**src/rtl/spu_lsu_stresp.sv**
```systemverilog
// LSU responder for SPU store requests: buffers stores in a small FIFO, issues
// them on PCX one at a time, and returns one in-order streq_ack per L2 store ack.
module spu_lsu_stresp #(
  parameter int PA_WIDTH   = 40,
  parameter int DATA_WIDTH = 64,
  parameter int DEPTH      = 2
) (
  input  logic                  rclk,
  input  logic                  arst_l,
  input  logic                  se,
  input  logic                  spu_lsu_streq,
  input  logic [PA_WIDTH-1:0]   spu_lsu_st_addr,
  input  logic [DATA_WIDTH-1:0] spu_lsu_st_data,
  input  logic [1:0]            spu_lsu_st_tid,
  input  logic                  spu_lsu_abort,
  output logic                  pcx_req,
  output logic [PA_WIDTH-1:0]   pcx_addr,
  output logic [DATA_WIDTH-1:0] pcx_data,
  output logic [1:0]            pcx_tid,
  input  logic                  pcx_grant,
  input  logic                  cpx_st_ack,
  output logic                  lsu_spu_streq_ack,
  output logic                  lsu_spu_st_pend,
  output logic                  lsu_spu_st_ovf
);

  localparam int AW = $clog2(DEPTH);
  localparam int CW = AW + 1;
  localparam int EW = 2 + PA_WIDTH + DATA_WIDTH;
  localparam logic [CW-1:0] DEPTH_C = CW'(DEPTH);

  typedef enum logic [1:0] {IDLE, REQ, WAITACK} state_t;

  state_t        state_q, state_d;
  logic [AW-1:0] wr_ptr_q, wr_ptr_d, rd_ptr_q, rd_ptr_d;
  logic [CW-1:0] count_q, count_d, outst_q, outst_d;
  logic          ack_q, ack_d, ovf_q, ovf_d;
  logic          full, push_ok, grant_ok, ack_ok;
  logic [EW-1:0] entry_mem [DEPTH];
  logic [EW-1:0] head;
  logic          unused_se;

  // No scan flops are modelled here; scan enable is accepted for port compatibility.
  assign unused_se = se;

  always_comb begin
    full     = (count_q == DEPTH_C);
    push_ok  = spu_lsu_streq && !spu_lsu_abort && !full;
    grant_ok = (state_q == REQ) && pcx_grant;
    ack_ok   = cpx_st_ack && (outst_q != '0);
    ack_d    = ack_ok;
    ovf_d    = ovf_q || (spu_lsu_streq && !spu_lsu_abort && full) ||
               (cpx_st_ack && (outst_q == '0));
    outst_d  = outst_q + CW'(grant_ok) - CW'(ack_ok);
    wr_ptr_d = wr_ptr_q;
    rd_ptr_d = rd_ptr_q;
    count_d  = count_q;
    if (spu_lsu_abort) begin
      // A grant in the abort cycle is still counted above; only the queue is flushed.
      wr_ptr_d = '0;
      rd_ptr_d = '0;
      count_d  = '0;
    end else begin
      if (push_ok)  wr_ptr_d = wr_ptr_q + 1'b1;
      if (grant_ok) rd_ptr_d = rd_ptr_q + 1'b1;
      count_d = count_q + CW'(push_ok) - CW'(grant_ok);
    end
  end

  always_comb begin
    state_d = state_q;
    case (state_q)
      IDLE: begin
        if (count_d != '0) state_d = REQ;
      end
      REQ, WAITACK: begin
        if ((count_d != '0) && (outst_d < DEPTH_C))      state_d = REQ;
        else if ((count_d == '0) && (outst_d == '0))     state_d = IDLE;
        else                                             state_d = WAITACK;
      end
      default: state_d = IDLE;
    endcase
  end

  always_ff @(posedge rclk or negedge arst_l) begin
    if (!arst_l) begin
      state_q  <= IDLE;
      wr_ptr_q <= '0;
      rd_ptr_q <= '0;
      count_q  <= '0;
      outst_q  <= '0;
      ack_q    <= 1'b0;
      ovf_q    <= 1'b0;
    end else begin
      state_q  <= state_d;
      wr_ptr_q <= wr_ptr_d;
      rd_ptr_q <= rd_ptr_d;
      count_q  <= count_d;
      outst_q  <= outst_d;
      ack_q    <= ack_d;
      ovf_q    <= ovf_d;
    end
  end

  // Entry storage carries no reset; its contents are only visible while pcx_req is up.
  always_ff @(posedge rclk) begin
    if (push_ok) entry_mem[wr_ptr_q] <= {spu_lsu_st_tid, spu_lsu_st_addr, spu_lsu_st_data};
  end

  always_comb begin
    head              = entry_mem[rd_ptr_q];
    pcx_req           = (state_q == REQ);
    pcx_tid           = pcx_req ? head[EW-1 -: 2] : 2'b0;
    pcx_addr          = pcx_req ? head[DATA_WIDTH +: PA_WIDTH] : '0;
    pcx_data          = pcx_req ? head[DATA_WIDTH-1:0] : '0;
    lsu_spu_streq_ack = ack_q;
    lsu_spu_st_pend   = (count_q != '0) || (outst_q != '0);
    lsu_spu_st_ovf    = ovf_q;
  end

endmodule
```
**config.mk**
```make
export PLATFORM = sky130hd
export DESIGN_NAME = spu_lsu_stresp
export DESIGN_NICKNAME = d
export VERILOG_FILES = /design/src/rtl/spu_lsu_stresp.sv
export SDC_FILE = /design/constraint.sdc
export NUM_CORES = 1
export LEC_CHECK = 0
export BUFFER_PORTS_ARGS = -buffer_cell sky130_fd_sc_hd__clkbuf_2
export CORE_AREA = 2 2 128 130
export DETAILED_ROUTE_END_ITERATION = 8
export DIE_AREA = 0 0 130 132
export PLACE_DENSITY = 0.84
export SETUP_SLACK_MARGIN = 0.02
export SYNTH_ARGS = -nofsm -noshare
export SYNTH_HDL_FRONTEND = slang
export SYNTH_SLANG_ARGS = --single-unit
```
**constraint.sdc**
```tcl
create_clock -name rclk -period 11.1 [get_ports rclk]
set_clock_uncertainty 0.15 [all_clocks]
set_input_delay 1.11 -clock rclk [delete_from_list [all_inputs] [get_ports rclk]]
set_output_delay 1.11 -clock rclk [all_outputs]
set_load 0.02 [all_outputs]
```
## After elaboration in Yosys (flattened, before gate mapping)

Memory sizes are Yosys's and may differ from the RTL's.
Cells that the tools add are included.

- Register bits after elaboration: 10
- Bits in latches: 0
- Bits in writable memories: 212
- Memory bits (read-only): 0
- Input bits: 113
- Logic and storage cells: 56
- Memories kept: 1

- Add/sub/neg operators: 6
- Multiply operators: 0
- Divide/modulo/power cells: 0
- Order comparisons: 1
- Equality and inequality tests: 4
- Shift-type cells: 0
- Muxes and demuxes: 14
- Bitwise logic cells: 0
- Reductions and logical operators: 23

Memory list:

| name | depth | bits a word | rd ports | clocked after Yosys merged registers in | write ports | RTL line | RTL |
|---|---|---|---|---|---|---|---|
| entry_mem | 2 | 106 | 1 | 0 | 1 | 39 | `logic [EW-1:0] entry_mem [DEPTH];` |

Operator list:

| cell | count |
|---|---|
| 2-to-1 mux 64 bit | 1 |
| 2-to-1 mux 40 bit | 1 |
| 2-to-1 mux 2 bit | 5 |
| nonzero test 2 bit | 5 |
| logical AND 1 bit | 8 |
| logical NOT 2 bit | 4 |
| 2-to-1 mux 1 bit | 6 |
| adder 2 x 1 -> 2 bit | 2 |
| equality test 2 bit (second input constant) | 2 |
| case mux 2 bit (2 select lines) | 1 |
| subtractor 2 x 1 -> 2 bit | 2 |
| logical OR 1 bit | 3 |
| adder 1 bit (second input constant) | 2 |
| equality test 2 x 1 -> 1 bit (second input constant) | 1 |
| logical NOT 1 bit | 2 |
| less-than comparator 2 bit (second input constant) | 1 |
| inequality test 2 bit (second input constant) | 1 |
| OR reduction 2 bit | 1 |

## Longest topological paths before layout

Gate-level depths: netlist of run 1.

- Depth after elaboration: 11
- Mapped depth: 14
- Mapped depth without buffers: 12

## Worst setup path before layout of run 1

Ideal clock, no wire load.

- Path type: in2reg
- Start point: input port spu_lsu_abort
- End point: memory entry_mem[0][0] (netlist name), enable pin
- Arrival time: 5828 ps
- Required time: 10378 ps
- Setup slack: 4550 ps
- Cell stages on the path: 3
- Path buffers: 0
- Cells stage by stage: nand2b_1 > nand2b_1 > nor2_1

- Word-level cells in the longest chain between the ends: 5

Ends and longest elaborated chain:

| what | RTL line | RTL |
|---|---|---|
| from (decl) | 15 | `input logic spu_lsu_abort,` |
| logical NOT 1 bit | 48 | `push_ok = spu_lsu_streq && !spu_lsu_abort && !full;` |
| logical AND 1 bit (2 in a row) | 48 |  |
| 2-to-1 mux 1 bit | 107 | `if (push_ok) entry_mem[wr_ptr_q] <= {spu_lsu_st_tid, spu_lsu_st_addr, spu_lsu_st_data};` |
| 2-to-1 mux 1 bit (not written as such) | 107 |  |
| to (decl) | 39 |  |

No other way between the ends.

## Final worst setup path of run 1

- Start point: register rd_ptr_q
- End point: output port pcx_addr[3]

- Word-level cells in the longest chain between the ends: 2

Ends and longest elaborated chain:

| what | RTL line | RTL |
|---|---|---|
| from (decl) | 35 | `logic [AW-1:0] wr_ptr_q, wr_ptr_d, rd_ptr_q, rd_ptr_d;` |
| from (signal assigned) | 97 | `rd_ptr_q <= rd_ptr_d;` |
| memory (2 x 106 bit) | - |  |
| 2-to-1 mux 40 bit | 114 | `pcx_addr = pcx_req ? head[DATA_WIDTH +: PA_WIDTH] : '0;` |
| to (decl) | 17 | `output logic [PA_WIDTH-1:0] pcx_addr,` |

No other way between the ends.

==> flow_summary.json, run 1 <==
{
  "area_growth_pct": 23.2,
  "die_x_um": 130,
  "path_cells": "buf_4, mux2i_1, nor2b_1, clkbuf_2",
  "wl_per_cell_um": 17.9,
  "ctsHtreeMaxLevel": 1,
  "synth_seq_cells": 222,
  "crit_buf_inv": 2,
  "first_pass_iters": 5,
  "p_per_area_nw_per_um2": 227,
  "cp-end-kind": "output port",
  "clk_latency_ns": 0.49,
  "fmax_ghz": 0.230,
  "drv_cap": 0,
  "slew_violations": 0,
  "initial_core_util_pct": 56.1,
  "dieArea_um2": 17200,
  "cp_max_fo": 57,
  "synth_top_cell_by_area": "edfxtp_1",
  "place_congestion": 0.765,
  "first_iter_violations": 260,
  "cts_root_buffer": "clkbuf_16",
  "fin_crit_sh_pct": 39.2,
  "synth_most_common_cell": "edfxtp_1",
  "synth_area_leaders": "edfxtp_1 (72%), mux2i_1 (12%), nor2b_1 (7.7%)",
  "slew_headroom_pct": 34.6,
  "outcome": "finished clean",
  "ys.flop_type": "edfxtp_1",
  "pre_cts_slack_ns": 7.26,
  "critical-path-max-stage-delay_ns": 0.97,
  "clock_path_buffers": 3,
  "synth_commonest_cells": "edfxtp_1 (212), nor2b_1 (109), mux2i_1 (107)",
  "critical_path_class": "reg2out",
  "fin_area_um2": 10900,
  "ctsResizeCount": 0,
  "async_reset_ff_share_pct": 4.50,
  "syn_inst": 503,
  "whs_ns": 0.328,
  "setup_ws_ns": 6.75,
  "wl_mm": 17.2,
  "crit_path_start_kind": "flop",
  "cts_buffers": 23,
  "grt_pass1_vias": 5272,
  "vias_per_cell": 5.12,
  "layout.nets": 850,
  "irDropWorstVdd_v": 0.000184,
  "ioPinCount": 223,
  "hold_class": "in2async",
  "total_power_uw": 2460,
  "post_cts_buffers": 0,
  "drc_errors": 0,
  "synthesis.area_um2": 8820,
  "rows": 46,
  "synthDistinctLibCells": 26,
  "slowest_stage": "dfrtp_4",
  "critPathArrivalTime_ns": 3.09,
  "num_vias": 4922,
  "postCtsHoldBufs": 0,
  "crit_family": "buffers and inverters",
  "setup_tns_ns": 0,
  "ant_nets": 0,
  "placed_area_um2": 10100,
  "worstRegToRegCells": 13,
  "period_minus_slack_ns": 4.35,
  "hold_violations": 0,
  "synthDominantCellAreaShare_pct": 72.2,
  "path_clk_slew_ns": 0.06,
  "setup_viol": 0,
  "syn_nets": 622,
  "globalRouteOverflowTotal": 0,
  "cts_tree": "done",
  "grt_usage_pct": 19.6,
  "synth_edf_count": 212,
  "dpl.hpwl_mm": 11.2,
  "worst-path-stages": 4,
  "required_ns": 9.84,
  "seq_area_frac_synth_pct": 75.0,
  "p_leak_uw": 0.00409,
  "worst_pin_slew_ns": 0.981,
  "die_y_um": 132,
  "drive_gt1_share_pct": 36.1,
  "avgSynthCellArea_um2": 17.5,
  "yosys_warnings": 0,
  "port_buffers": 221,
  "cts_sinks": 222,
  "grt_pass1_wl_mm": 26.5,
  "antenna_found_initial": 2,
  "rsz0062_at_grt": "false",
  "core_area_um2": 15700,
  "grt_max_degree": 59
}
==> per-stage QoR <==
stage | instances | util (%)
floorplan | 503 | -
global placement | 922 | 64.5
detailed placement | 922 | 64.5
CTS | 961 | 69.2
global route | 961 | 69.2
finish | 962 | 69.2
==> path summary, 6_finish.rpt <==
check / from / to / slack (ns)
setup / recovery: rd_ptr_q / pcx_addr[3] / 6.75
hold / removal: arst_l / rd_ptr_q / 0.33
setup reg to reg: state_q[1] / state_q[1] / 7.42
hold reg to reg: lsu_spu_st_ovf / lsu_spu_st_ovf / 0.37
max in group asynchronous: arst_l / rd_ptr_q / 10.24
min in group rclk: lsu_spu_st_ovf / lsu_spu_st_ovf / 0.37
==> kinds of logic after synthesis <==
group	after synthesis	synth area share, %
buffers and inverters	29	1.60
XOR/XNOR	5	0.752
AND/OR/NAND/NOR	125	8.57
flip-flops	222	75.0
AO/OA/AOI/OAI	8	0.922
adder cells (fa/ha/maj)	6	0.851
multiplexers	108	12.3
==> layout by cell type (no fill, tap or decap), drive strengths merged, types with 3 or more instances in the layout <==
| master | netlist | layout |
|---|---|---|
| clkbuf | 11 | 250 |
| edfxtp | 212 | 212 |
| nor2b | 109 | 109 |
| mux2i | 108 | 108 |
| dfrtp | 10 | 10 |
| clkinv | 0 | 8 |
| nor2 | 7 | 7 |
| buf | 13 | 6 |
| ha | 6 | 6 |
| inv | 5 | 5 |
| nand2 | 4 | 4 |
| nand2b | 4 | 4 |
| xnor2 | 3 | 3 |
==> layer usage <==
| metal | track usage, % | share of wire (%) | up-vias |
|---|---|---|---|
| met2 | 35.2 | 52 | 198 |
| met5 | 0 | 0.076 | - |
| met3 | 6.62 | 9.9 | 19 |
| met1 | 23.0 | 37 | 2382 |
| met4 | 3.76 | 0.84 | 2 |
| li1 | - | - | 2321 |
==> layout make-up <==
| class | count | area (um^2) |
|---|---|---|
| sequential | 222 | 6620 |
| fill | 1028 | 4840 |
| multi-input combinational | 252 | 2080 |
| timing repair buffer | 227 | 1150 |
| clock buffer | 29 | 628 |
| tap | 216 | 270 |
| clock inverter | 10 | 96.3 |
| inverter | 5 | 18.8 |
| antenna | 1 | 2.50 |
==> worst reg2reg max path: cells and delay by family, from the launching register on <==
kind / cells / cell delay, ns
adders and majority gates: 3 / 1.10
buffers and inverters: 4 / 0.83
AOI/OAI and AO/OA: 3 / 0.49
DFF: 1 / 0.41
and+or+nand+nor: 2 / 0.33
xor gates and xnor gates: 1 / 0.27
==> where the power goes <==
group / switching (uW) / internal [uW] / total [uW]
combinational: 407 / 261 / 668
clock: 291 / 443 / 733
sequential: 47.3 / 1010 / 1060
total: 745 / 1720 / 2460
==> registers in the layout, summed over array words and instances, names as in the netlist <==
register and count:
count_q 2, entry_mem 212, lsu_spu_st_ovf 1, lsu_spu_streq_ack 1, outst_q 2, rd_ptr_q 1
state_q 2, wr_ptr_q 1
Note: power is estimated with default switching activity, not from simulation.
==> run 2, diff against run 1 <==
--- a/config.mk
+++ b/config.mk
@@ -6,10 +6,10 @@
 export NUM_CORES = 1
 export LEC_CHECK = 0
 export BUFFER_PORTS_ARGS = -buffer_cell sky130_fd_sc_hd__clkbuf_2
-export CORE_AREA = 2 2 128 130
+export CORE_AREA = 2 2 139 141
 export DETAILED_ROUTE_END_ITERATION = 8
-export DIE_AREA = 0 0 130 132
-export PLACE_DENSITY = 0.84
+export DIE_AREA = 0 0 141 143
+export PLACE_DENSITY = 0.75
 export SETUP_SLACK_MARGIN = 0.02
 export SYNTH_ARGS = -nofsm -noshare
 export SYNTH_HDL_FRONTEND = slang
==> constraint.sdc (replaced) <==
create_clock -name rclk -period 3.85 [get_ports rclk]
set_clock_uncertainty 0.15 [all_clocks]
set_input_delay 0.385 -clock rclk [delete_from_list [all_inputs] [get_ports rclk]]
set_output_delay 0.385 -clock rclk [all_outputs]
set_load 0.02 [all_outputs]
==> run 2 against run 1 <==
Register-to-register slack got worse by 6.0 ns. Critical path depth increased by 1. Clock power increased to 2.8 times the previous value. Largest cell class unchanged. Utilization down 4.7 points. Sequential share of layout area is 5.6 points lower. Highest routed layer is now met4. First-iteration DRC count is 6.9% lower. Final cell count grew 13%. Sequential cell count did not move. Non-clock buffer count increased by 111. Worst setup slack got worse by 5.8 ns. Hold slack lost 0.29 ns. Die area up 18%.
==> flow_summary.json, run 2 (same netlist as run 1, synthesis figures left out) <==
{
  "largest_reg_flops": 212,
  "worstRegToRegCells": 8,
  "fillCellCount": 1296,
  "p_per_area_nw_per_um2": 598,
  "ioPinCount": 223,
  "wl_per_cell_um": 17.6,
  "setup_viol": 0,
  "period_minus_slack_ns": 2.94,
  "die_y_um": 143,
  "dieArea_um2": 20200,
  "rows": 50,
  "layout_commonest_cell": "clkbuf_2",
  "slew_headroom_pct": 36.1,
  "ctsHtreeMaxLevel": 1,
  "globalRouteOverflowTotal": 0,
  "p_leak_uw": 0.00453,
  "layout.nets": 961,
  "clk_latency_ns": 0.49,
  "outcome": "finished clean",
  "drc_errors": 0,
  "rsz0062_at_grt": "false",
  "irDropWorstVdd_v": 0.000439,
  "vias_per_cell": 4.95,
  "cp_max_fo": 108,
  "drive_gt1_share_pct": 31.3,
  "crit_path_start_kind": "flop",
  "first_iter_violations": 242,
  "slowest_stage": "buf_4",
  "fin_crit_sh_pct": 76.3,
  "antenna_found_initial": 1,
  "grt_max_degree": 109,
  "path_clk_slew_ns": 0.06,
  "path_cells": "inv_1, ha_2, buf_4, nor2b_1, clkbuf_2",
  "crit_family": "buffers and inverters",
  "post_cts_buffers": 0,
  "critPathArrivalTime_ns": 2.40,
  "drv_cap": 0,
  "core_area_um2": 18600,
  "crit_buf_inv": 3,
  "hold_class": "in2reg",
  "area_growth_pct": 35.7,
  "first_pass_iters": 4,
  "hold_depth": 3,
  "dpl.hpwl_mm": 10.7,
  "required_ns": 3.31,
  "setup_ws_ns": 0.912,
  "worst_pin_slew_ns": 0.958,
  "cts_tree": "done",
  "wl_mm": 19.1,
  "cts_sinks": 222,
  "whs_ns": 0.0331,
  "slew_violations": 0,
  "die_x_um": 141,
  "clock_path_buffers": 3,
  "grt_pass1_wl_mm": 29.9,
  "cts_root_buffer": "clkbuf_16",
  "grt_usage_pct": 18.8,
  "fmax_ghz": 0.340,
  "port_buffers": 221,
  "hold_violations": 0,
  "critical-path-max-stage-delay_ns": 0.69,
  "pre_cts_slack_ns": 1.31,
  "initial_core_util_pct": 47.5,
  "critical_path_class": "reg2out",
  "place_congestion": 0.783,
  "ant_nets": 0,
  "num_vias": 5376,
  "cp-end-kind": "output port",
  "layout_common_cells": "clkbuf_2 (221), edfxtp_1 (212), nor2b_1 (109), dlygate4sd3_1 (109), mux2i_1 (107)",
  "grt_pass1_vias": 6039,
  "worst-path-stages": 5,
  "top_register": "entry_mem",
  "cts_buffers": 23
}
run 2: changes by cell type in the layout (fill, tap and decap cells not counted):
cell,change
clkinv_2,-3
clkinvlp_4,+1
dlygate4sd3_1,+109
buf_12,+2
clkbuf_8,-3
run 2: worst paths after layout:
kind / startpoint / end / slack [ns]
setup / recovery: state_q[1] / pcx_addr[27] / 0.91
hold / removal: spu_lsu_streq / lsu_spu_st_ovf / 0.03
setup reg to reg: state_q[1] / state_q[1] / 1.42
hold reg to reg: lsu_spu_st_ovf / lsu_spu_st_ovf / 0.35
max in group asynchronous: arst_l / rd_ptr_q / 3.17
min in group asynchronous: arst_l / wr_ptr_q / 0.15
run 2: final cells by class:
class	count	area (um^2)	share of cell area [%]
well taps	234	293	2.45
diodes	1	2.50	0.0209
repair buffers	338	2280	19.1
multi-input cells	252	2080	17.4
clock inverters	8	88.8	0.742
flip-flops and latches	222	6620	55.3
inverters	5	18.8	0.157
clock buffers	26	587	4.90
run 2: metal layers:
| metal | global-route usage, % | share of wire (%) | vias up |
|---|---|---|---|
| met2 | 35.2 | 52 | 203 |
| met1 | 20.2 | 39 | 2604 |
| met3 | 5.43 | 6.7 | 46 |
| li1 | - | - | 2523 |
| met4 | 6.53 | 2.8 | 0 |
| met5 | 0 | 0 | - |
run 2: through the flow:
step	cells	util (%)	power, uW	cell area [um^2]	setup TNS (ns)
3_3_place_gp	942	54.9	5000	10200	0
5_1_grt	1085	64.4	7470	12000	0
3_5_place_dp	942	54.9	5060	10200	0
4_1_cts	1085	64.4	7190	12000	0
6_report	1086	64.4	7150	12000	0
2_1_floorplan	503	-	4470	8830	-43.58
run 2: tightest hold or removal path: cells and delay by family:
family | cells | cell delay [ns]
compound gates | 1 | 0.08
simple gates | 1 | 0.08
buf+inv | 1 | 0.09
run 2: report_power, final:
group	total (uW)	leakage, uW	switching (uW)	internal [uW]
Sequential	3020	0.00207	103	2920
Combinational	2080	0.00213	1250	831
Clock	2050	0.000328	845	1210
run 2: timing repair:
| action | CTS | global route |
|---|---|---|
| resized for setup | 0 | 0 |
| hold endpoints to repair | 227 | 0 |
| hold buffers | 109 | 0 |
